==> src/rtl/nx_boot_loader.sv <==
// Boot-time sequencer: turns a host word stream into instruction RAM, data RAM
// and regfile initialisation writes, and holds the core in reset until RUN.
module nx_boot_loader #(
  parameter int unsigned INST_DEPTH = 65536,
  parameter int unsigned DATA_DEPTH = 1024
) (
  input  logic        clk,
  input  logic        rst_n,
  input  logic        in_valid,
  output logic        in_ready,
  input  logic [31:0] in_data,
  input  logic        load_req,
  output logic        inst_ram_wen,
  output logic [31:0] inst_ram_waddr,
  output logic [31:0] inst_ram_wdata,
  output logic        data_ram_wen_initial,
  output logic [31:0] data_ram_waddr_initial,
  output logic [31:0] data_ram_wdata_initial,
  output logic        regfile_wen_initial,
  output logic [4:0]  regfile_waddr_initial,
  output logic [31:0] regfile_wdata_initial,
  output logic        core_rst_n,
  output logic        busy,
  output logic        err
);

  typedef enum logic [2:0] {
    S_HDR  = 3'd0,
    S_BASE = 3'd1,
    S_PAY  = 3'd2,
    S_RUN  = 3'd3,
    S_ERR  = 3'd4
  } state_t;

  typedef enum logic [1:0] {
    TGT_INST = 2'b00,
    TGT_DATA = 2'b01,
    TGT_REG  = 2'b10,
    TGT_RUN  = 2'b11
  } target_t;

  localparam logic [32:0] INST_LIMIT = 33'(INST_DEPTH);
  localparam logic [32:0] DATA_LIMIT = 33'(DATA_DEPTH);
  localparam logic [16:0] REG_LIMIT  = 17'd32;

  state_t      state, state_nxt;
  target_t     target;
  logic [15:0] count;
  logic [15:0] remaining;
  logic [31:0] addr;
  logic        accept;
  logic        range_ok;
  logic [32:0] word_end;
  logic [16:0] reg_end;

  assign accept = in_valid & in_ready;

  // End of the requested window, widened so a base near the top of the
  // address space cannot wrap back into range.
  assign word_end = {3'b000, in_data[31:2]} + {17'd0, count};
  assign reg_end  = {12'd0, in_data[4:0]} + {1'b0, count};

  // NOTE: every output of a combinational block gets a default first, so no
  // path through the case statement leaves a latch behind.
  always_comb begin
    range_ok = 1'b0;
    case (target)
      TGT_INST: range_ok = (in_data[1:0] == 2'b00) && (word_end <= INST_LIMIT);
      TGT_DATA: range_ok = (in_data[1:0] == 2'b00) && (word_end <= DATA_LIMIT);
      TGT_REG:  range_ok = (in_data[31:5] == 27'd0) && (reg_end <= REG_LIMIT);
      default:  range_ok = 1'b0;
    endcase
  end

  // NOTE: clocked state uses non-blocking assignments so every register
  // samples the pre-edge values, independent of statement order.
  always_ff @(posedge clk or negedge rst_n) begin
    if (!rst_n) state <= S_HDR;
    else        state <= state_nxt;
  end

  always_comb begin
    state_nxt = state;
    case (state)
      S_HDR: begin
        if (accept) begin
          if (target_t'(in_data[31:30]) == TGT_RUN) state_nxt = S_RUN;
          else                                       state_nxt = S_BASE;
        end
      end
      S_BASE: begin
        if (accept) begin
          if (!range_ok)          state_nxt = S_ERR;
          else if (count == '0)   state_nxt = S_HDR;
          else                    state_nxt = S_PAY;
        end
      end
      S_PAY: begin
        if (accept && (remaining == 16'd1)) state_nxt = S_HDR;
      end
      S_RUN, S_ERR: begin
        if (load_req) state_nxt = S_HDR;
      end
      default: state_nxt = S_HDR;
    endcase
  end

  assign in_ready   = (state == S_HDR) || (state == S_BASE) || (state == S_PAY);
  assign busy       = in_ready;
  assign err        = (state == S_ERR);
  assign core_rst_n = (state == S_RUN);

  // Command registers and the registered write ports. Strobes are single-cycle;
  // address/data hold their last value between writes.
  always_ff @(posedge clk or negedge rst_n) begin
    if (!rst_n) begin
      target                 <= TGT_INST;
      count                  <= '0;
      remaining              <= '0;
      addr                   <= '0;
      inst_ram_wen           <= 1'b0;
      inst_ram_waddr         <= '0;
      inst_ram_wdata         <= '0;
      data_ram_wen_initial   <= 1'b0;
      data_ram_waddr_initial <= '0;
      data_ram_wdata_initial <= '0;
      regfile_wen_initial    <= 1'b0;
      regfile_waddr_initial  <= '0;
      regfile_wdata_initial  <= '0;
    end else begin
      inst_ram_wen         <= 1'b0;
      data_ram_wen_initial <= 1'b0;
      regfile_wen_initial  <= 1'b0;

      if ((state == S_HDR) && accept) begin
        target <= target_t'(in_data[31:30]);
        count  <= in_data[15:0];
      end

      if ((state == S_BASE) && accept && range_ok) begin
        addr      <= in_data;
        remaining <= count;
      end

      if ((state == S_PAY) && accept) begin
        remaining <= remaining - 16'd1;
        case (target)
          TGT_INST: begin
            inst_ram_wen   <= 1'b1;
            inst_ram_waddr <= addr;
            inst_ram_wdata <= in_data;
            addr           <= addr + 32'd4;
          end
          TGT_DATA: begin
            data_ram_wen_initial   <= 1'b1;
            data_ram_waddr_initial <= addr;
            data_ram_wdata_initial <= in_data;
            addr                   <= addr + 32'd4;
          end
          TGT_REG: begin
            regfile_wen_initial   <= 1'b1;
            regfile_waddr_initial <= addr[4:0];
            regfile_wdata_initial <= in_data;
            addr                  <= addr + 32'd1;
          end
          default: ;
        endcase
      end
    end
  end

endmodule

==> config.mk <==
export PLATFORM = sky130hd
export DESIGN_NAME = nx_boot_loader
export DESIGN_NICKNAME = d
export VERILOG_FILES = /design/src/rtl/nx_boot_loader.sv
export SDC_FILE = /design/constraint.sdc
export NUM_CORES = 1
export LEC_CHECK = 0
export CORE_MARGIN = 2
export CORE_UTILIZATION = 45
export CTS_CLUSTER_DIAMETER = 120
export DETAILED_ROUTE_END_ITERATION = 6
export GPL_ROUTABILITY_DRIVEN = 0
export HOLD_SLACK_MARGIN = 0.08
export PLACE_DENSITY = 0.73
export SETUP_SLACK_MARGIN = 0.02
export SYNTH_ARGS = -nofsm -noshare
export SYNTH_HDL_FRONTEND = slang
export SYNTH_SLANG_ARGS = --single-unit
==> constraint.sdc <==
create_clock -name clk -period 4.7 [get_ports clk]
set_clock_uncertainty 0.05 [all_clocks]
set_input_delay 1.41 -clock clk [delete_from_list [all_inputs] [get_ports clk]]
set_output_delay 1.41 -clock clk [all_outputs]
set_load 0.02 [all_outputs]
==> results.ini, run 1 <==
[floorplanning]
std_cell_rows = 61
floorplan.io_pins = 208
floorplan.die.height_um = 172
core_region_area_um2 = 27800
horizontal_extent_of_the_die_um = 172
starting_utilization_of_the_core_area_pct = 45.6
die_footprint_um2 = 29500

[yosys]
synth_simple_gate_area_share_pct = 16.8
synth.cell_area_um2 = 12700
netlist-cell-type-count = 84
synthMostInstantiatedCell = sky130_fd_sc_hd__dfrtp_1
yosys_warnings = 0
async_flop_share_pct = 100
synthTopCellsByCount = sky130_fd_sc_hd__dfrtp_1 (237), sky130_fd_sc_hd__nand2_1 (187), sky130_fd_sc_hd__mux2_2 (137)
top_ff_cell_synth = sky130_fd_sc_hd__dfrtp_1
synth_enable_flop_cells = 0
ys_seq_elements = 237
complex_gate_fraction_of_the_synthesized_area_pct = 15.9
synthCells = 1272
ys_top_cells_by_area = sky130_fd_sc_hd__dfrtp_1 (47%), sky130_fd_sc_hd__mux2_2 (12%), sky130_fd_sc_hd__nand2_1 (5.5%)
syn_avg_cell_area_um2 = 9.97
synth_sequential_area_ratio_pct = 46.8
synth.net_count = 1335
synth-adder-area-share_pct = 2.78
synthXorXnorAreaFrac_pct = 1.11
synthDominantCellAreaShare_pct = 46.8
muxShareOfSynthArea_pct = 12.6
synthDominantAreaCellType = sky130_fd_sc_hd__dfrtp_1
synth_top_family_by_area = simple AND/OR/NAND/NOR gates

[global_route]
global_route_wire_length_before_repair_um = 62300
met1_usage_pct = 36.4
grt_overflow_total = 0
met2_usage_pct = 44.5
number_of_global_route_vias_before_repair = 11000
grt_max_degree = 104
met3_track_utilization_from_global_routing_pct = 5.04
initial_antenna_violation_count = 0
overall_global_routing_resource_usage_pct = 26.9
grt-busiest-layer = met2

[power]
power.leakage_nw = 7.86
power.share.switching_pct = 39.7
p_int_mw = 6.19
power.share.clock_pct = 19.5
share_of_power_burned_in_combinational_logic_pct = 47.9
sequential_share_of_power_pct = 32.5
power_density_nw_per_um2 = 592
irDropWorstVdd_mv = 0.436
power.switching_mw = 4.07

[cells_and_area]
antenna_diode_count = 0
layout.filler_cells = 2270
layoutNonFillerInstCount = 1983
finalCoreUtilization_pct = 62.3
num-nets-final = 1648
drive_gt1_share_pct = 25.7
areaGrowthSynthToFinish_pct = 36.6

[sta]
finalHoldViolations = 0
worstMarginPinSlew_ps = 815
setup_viol_count_final = 0
layout_worst_path_cycle_share_pct = 98.3
period_minus_slack_ps = 4620
relSlewSlack_pct = 45.6
clock.fmax_mhz = 217
timing_max_transition_violations_final = 0

[placement]
io_buffer_count = 207
dp_hpwl_um = 28900
dp_cells = 1929

[cts]
htreeDepth = 1
clk_path_buf_depth = 3
cts_tree = yes
clkSlewWorstSetupHoldPaths_ps = 60
cts_made_buffers = 26
clock-sinks = 237
ctsRootBufferMaster = sky130_fd_sc_hd__clkbuf_16
cts_hold_buf = 0
clock_insertion_delay_worst_skew_ps = 540

[hold_path]
hp-class = register to register

[critical_path]
worstReg2RegStart = count[1]
crit-reg2reg-capture = remaining[4]
crit_required_ps = 5060
critical_path.endpoint_type = register
setup.worst_path.start_class = input pin
crit_arrival_ps = 4980
critical_path.slowest_cell = sky130_fd_sc_hd__clkdlybuf4s50_1
criticalPathCategory = input pin to register
timing.critical_path.fanout_max = 5
worstSetupEndpoint = remaining[4]
ff2ff_setup_slack_ps = 650
r2r.worst_path.cells = 13
list_of_cells_traversed_by_the_critical_path = clkdlybuf4s50_1, ha_1, a21oi_1, o21ai_2, buf_12, a31oi_2, xor2_1, nand4_1, o31ai_4, nand4b_4, buf_6, nor4_4, buf_4, o31ai_1, a221o_1
worst_setup_path_startpoint = in_data[7]
max_stage_delay_ps = 440

[detailed_routing]
wire_per_inst_um = 20.3
drc = 0
total_detailed_routing_wirelength_um = 40200
detail_route.iter0.violations = 1232
drt.antenna.violating_nets = 0
via_count = 11500
drt_pre_antenna_iters = 5
avgViaCountPerCell = 5.81

[run_status]
run_status = complete, no violations

[job]
max-cap-violations = 0

worst max-delay path: cells and delay by family:
kind / cells / cell delay, ps
AO/OA/AOI/OAI: 6 / 1340
adder cells (fa/ha/maj): 1 / 370
buffers and inverters: 4 / 950
XOR/XNOR: 1 / 180
AND/OR/NAND/NOR: 3 / 720
cells by family after synthesis:
| logic type | count (synthesis) |
|---|---|
| muxes | 143 |
| adders and majority gates | 27 |
| and+or+nand+nor | 446 |
| AOI/OAI and AO/OA | 290 |
| xor gates and xnor gates | 16 |
| DFF | 237 |
| buffers and inverters | 113 |
what timing repair did:
action | in CTS | in global routing
setup buffers | 4 | 2
setup endpoints to repair | 48 | 48
resized for setup | 19 | 54
cloned | 0 | 0
pin swaps | 10 | 20
hold endpoints to repair | 0 | 0
worst min path at each step:
stage,slack [ps],startpoint,end,cells past startpoint
4_1_cts,430,state[2],state[0],1
3_3_place_gp,410,regfile_waddr_initial[1],regfile_waddr_initial[1],2
3_5_place_dp,410,regfile_wdata_initial[6],regfile_wdata_initial[6],2
5_1_grt,440,regfile_waddr_initial[0],regfile_waddr_initial[0],2
6_report,420,regfile_wdata_initial[18],regfile_wdata_initial[18],2
2_1_floorplan,400,state[2],state[0],1
sequential cells by signal, indices dropped and copies added, names as in the netlist:
register,cells
addr,32
data_ram_waddr_initial,32
data_ram_wdata_initial,32
inst_ram_waddr,32
inst_ram_wdata,32
regfile_wdata_initial,32
count,16
remaining,16
regfile_waddr_initial,5
state,3
target,2
data_ram_wen_initial,1
inst_ram_wen,1
regfile_wen_initial,1
per-layer routing:
| metal | share of wire, % | vias up |
|---|---|---|
| met5 | 0 | - |
| met4 | 2.8 | 0 |
| met3 | 7.8 | 84 |
| met2 | 48 | 503 |
| met1 | 42 | 5657 |
| li1 | - | 5282 |
through the flow:
step	setup slack [ps]	instance area (um^2)	hold WS [ps]	setup TNS, ps	total power, mW
floorplan	44.6	12700	397	0	5.80
global placement	-776	16100	408	-32410	7.82
detailed placement	-818	16100	412	-34710	7.94
CTS	28.4	17100	426	0	10.1
global route	-82.3	17300	442	-158	10.8
finish	81.4	17300	422	0	10.3
area by class of cell:
type,instances,area [um^2],area share [%]
Timing Repair Buffer,368,3400,19.6
Tap cell,378,473,2.73
Inverter,30,113,0.650
Sequential cell,237,5930,34.2
Multi-Input combinational cell,922,6570,37.9
Clock inverter,9,51.3,0.296
Clock buffer,39,791,4.57
power groups by stage:
stage	Clock, mW	Combinational [mW]	Sequential, mW
2_1_floorplan	0	2.21	3.59
3_3_place_gp	0	4.51	3.31
3_5_place_dp	0	4.61	3.34
4_1_cts	2.03	4.71	3.32
5_1_grt	2.13	5.26	3.41
6_report	2.00	4.92	3.34
placed cells by master, fill, tap and decap left out, drive strengths merged, types with 7 or more instances in the layout:
master / n
a2111oi: 9
a211o: 10
a21o: 14
a21oi: 67
a221o: 15
a31oi: 13
and2: 9
and3: 13
buf: 162
clkbuf: 39
clkdlybuf4s50: 201
clkinv: 8
dfrtp: 237
ha: 25
inv: 30
mux2: 137
nand2: 187
nand2b: 7
nand3: 41
nand4: 22
nor2: 71
nor2b: 8
nor3: 34
nor4: 18
o211ai: 11
o21ai: 69
o22ai: 7
o311ai: 8
o31ai: 12
or3: 11
xor2: 12
Note: power is estimated with default switching activity, not from simulation.
==> inputs of run 2 (changes only) <==
--- a/config.mk
+++ b/config.mk
@@ -11,7 +11,7 @@
 export DETAILED_ROUTE_END_ITERATION = 6
 export GPL_ROUTABILITY_DRIVEN = 0
 export HOLD_SLACK_MARGIN = 0.08
-export PLACE_DENSITY = 0.73
+export PLACE_DENSITY = 0.69
 export SETUP_SLACK_MARGIN = 0.02
 export SYNTH_ARGS = -nofsm -noshare
 export SYNTH_HDL_FRONTEND = slang
==> run 2 against run 1 <==
- via count down 0.44%
- largest cell class unchanged
- sequential power fell by 1%
- highest routed layer unchanged
- flip-flop and latch count unchanged
- sequential share of layout area about the same
- clock power is 13% higher
==> results.ini, run 2 (synthesis gave the netlist of run 1 again) <==
[run_status]
run_status = complete, no violations

[sta]
timing_max_transition_violations_final = 0
worstMarginPinSlew_ps = 871
relSlewSlack_pct = 41.9
layout_worst_path_cycle_share_pct = 97.6
clock.fmax_mhz = 218
setup_viol_count_final = 0
grt_setup_unrepaired = false
period_minus_slack_ps = 4590
finalHoldViolations = 0
fin_setup_tns_ps = 0

[critical_path]
max_stage_delay_ps = 500
critical_path.slowest_cell = sky130_fd_sc_hd__or4_1
cp_top_family = compound AO/OA/AOI/OAI gates
r2r.worst_path.cells = 15
list_of_cells_traversed_by_the_critical_path = clkdlybuf4s50_1, ha_1, and3_4, and3_4, o2111a_2, or4_1, o311ai_1, nand4b_2, buf_4, o31a_4, o41ai_4, buf_4, buf_6, nor2_2, a221o_1
setup.worst_path.start_class = input pin
worstSetupPathDepth = 15
criticalPathCategory = input pin to register
cp_num_buf_inv = 4
crit_arrival_ps = 4970
crit_required_ps = 5090
critical_path.endpoint_type = register
timing.critical_path.fanout_max = 7

[hold_path]
hp-class = register to register
whs_path_depth = 2

[placement]
dp_cells = 1930
io_buffer_count = 207
dp_hpwl_um = 29100

[cts]
ctsRootBufferMaster = sky130_fd_sc_hd__clkbuf_16
clk_path_buf_depth = 3
cts_made_buffers = 27
cts_hold_buf = 0
clock_insertion_delay_worst_skew_ps = 560
clkSlewWorstSetupHoldPaths_ps = 60
htreeDepth = 1
clock-sinks = 237
cts_tree = yes

[detailed_routing]
drc = 0
drt.antenna.violating_nets = 0
via_count = 11500
wire_per_inst_um = 20.0
total_detailed_routing_wirelength_um = 39800
detail_route.iter0.violations = 913
drt_pre_antenna_iters = 5
avgViaCountPerCell = 5.78

[global_route]
global_route_wire_length_before_repair_um = 62600
number_of_global_route_vias_before_repair = 11200
initial_antenna_violation_count = 2
grt_overflow_total = 0
grt_max_degree = 113
overall_global_routing_resource_usage_pct = 26.9

[job]
max-cap-violations = 0

[power]
sequential_share_of_power_pct = 31.8
power.share.clock_pct = 21.9
power.switching_mw = 4.03
p_int_mw = 6.36
power_density_nw_per_um2 = 600
share_of_power_burned_in_combinational_logic_pct = 46.3
irDropWorstVdd_mv = 0.353
power.share.switching_pct = 38.8
power.leakage_nw = 7.88

[floorplanning]
core_region_area_um2 = 27800
horizontal_extent_of_the_die_um = 172
std_cell_rows = 61
die_footprint_um2 = 29500
floorplan.io_pins = 208
starting_utilization_of_the_core_area_pct = 45.6
floorplan.die.height_um = 172

[cells_and_area]
layout.filler_cells = 2307
layout.cells.most_common = sky130_fd_sc_hd__dfrtp_1
drive_gt1_share_pct = 24.9
layout_common_cells = sky130_fd_sc_hd__dfrtp_1 (237), sky130_fd_sc_hd__clkdlybuf4s50_1 (200), sky130_fd_sc_hd__nand2_1 (186)
num-nets-final = 1648
areaGrowthSynthToFinish_pct = 36.6
layoutNonFillerInstCount = 1986

## run 2: cell count changes in the layout (fill, tap and decap cells not counted), sizes merged, moves of 2 or more
cell,previous run,this run
bufinv,0,4
clkinvlp,1,5
clkbuf,39,37
clkinv,8,3
diode,0,2
## run 2: path summary, 6_finish.rpt
path / from / endpoint / slack, ps
max reg2reg: count[1] / addr[17] / 720
min in group asynchronous: rst_n / inst_ram_wen / 860
min: regfile_waddr_initial[4] / regfile_waddr_initial[4] / 420
min reg2reg: regfile_waddr_initial[4] / regfile_waddr_initial[4] / 420
max: in_data[10] / addr[17] / 110
max in group asynchronous: rst_n / remaining[6] / 2820
## run 2: final cells by class
cell class / instances / area [um^2] / share of cell area (%)
Antenna cell: 2 / 5.00 / 0.0289
Clock buffer: 37 / 773 / 4.46
Clock inverter: 13 / 196 / 1.13
Inverter: 30 / 113 / 0.650
Multi-Input combinational cell: 922 / 6460 / 37.3
Sequential cell: 237 / 5930 / 34.2
Tap cell: 378 / 473 / 2.73
Timing Repair Buffer: 367 / 3360 / 19.4
## run 2: timing repair
item,4_1_cts,5_1_grt
setup buffers,3,1
cloned,0,0
gates resized for setup,11,32
setup endpoints to repair,47,49
pin swaps,9,9
## run 2: tightest hold or removal path: cells and delay by family (launching register included)
kind             cells  cell delay (ps)
and+or+nand+nor      2              100
DFF                  1              340
## run 2: metrics by stage
stage	hold slack [ps]	util (%)	cell area (um^2)	setup slack [ps]	total power, mW
after floorplan	397	-	12700	44.6	5.80
final	424	62.3	17300	114	10.4
after CTS	429	61.7	17100	26.1	10.3
after detailed placement	412	58.0	16100	-894	7.93
after global routing	445	62.3	17300	22.0	10.9
after global placement	408	58.0	16100	-887	7.82
## run 2: per-layer routing
layer	share of wire (%)	track usage [%]	vias up	wire [um]
li1	-	-	5282	-
met1	42	36.2	5596	16800
met2	47	44.4	494	18600
met3	7.4	4.49	103	2930
met4	3.7	8.99	0	1460
met5	0	0	-	0
## run 2: power groups by stage
stage                     registers [mW]  clock network [mW]  logic, mW
final                               3.30                2.27       4.81
after floorplan                     3.59                   0       2.21
after detailed placement            3.30                   0       4.63
after global routing                3.38                2.39       5.18
after global placement              3.28                   0       4.54
after CTS                           3.28                2.30       4.69
==> inputs of run 3 (changes only) <==
--- a/config.mk
+++ b/config.mk
@@ -5,6 +5,7 @@
 export SDC_FILE = /design/constraint.sdc
 export NUM_CORES = 1
 export LEC_CHECK = 0
+export ABC_CLOCK_PERIOD_IN_PS = 4700
 export CORE_MARGIN = 2
 export CORE_UTILIZATION = 45
 export CTS_CLUSTER_DIAMETER = 120
==> results of run 3 <==
The final DEF is identical to that of run 2; final timing and power are the same.
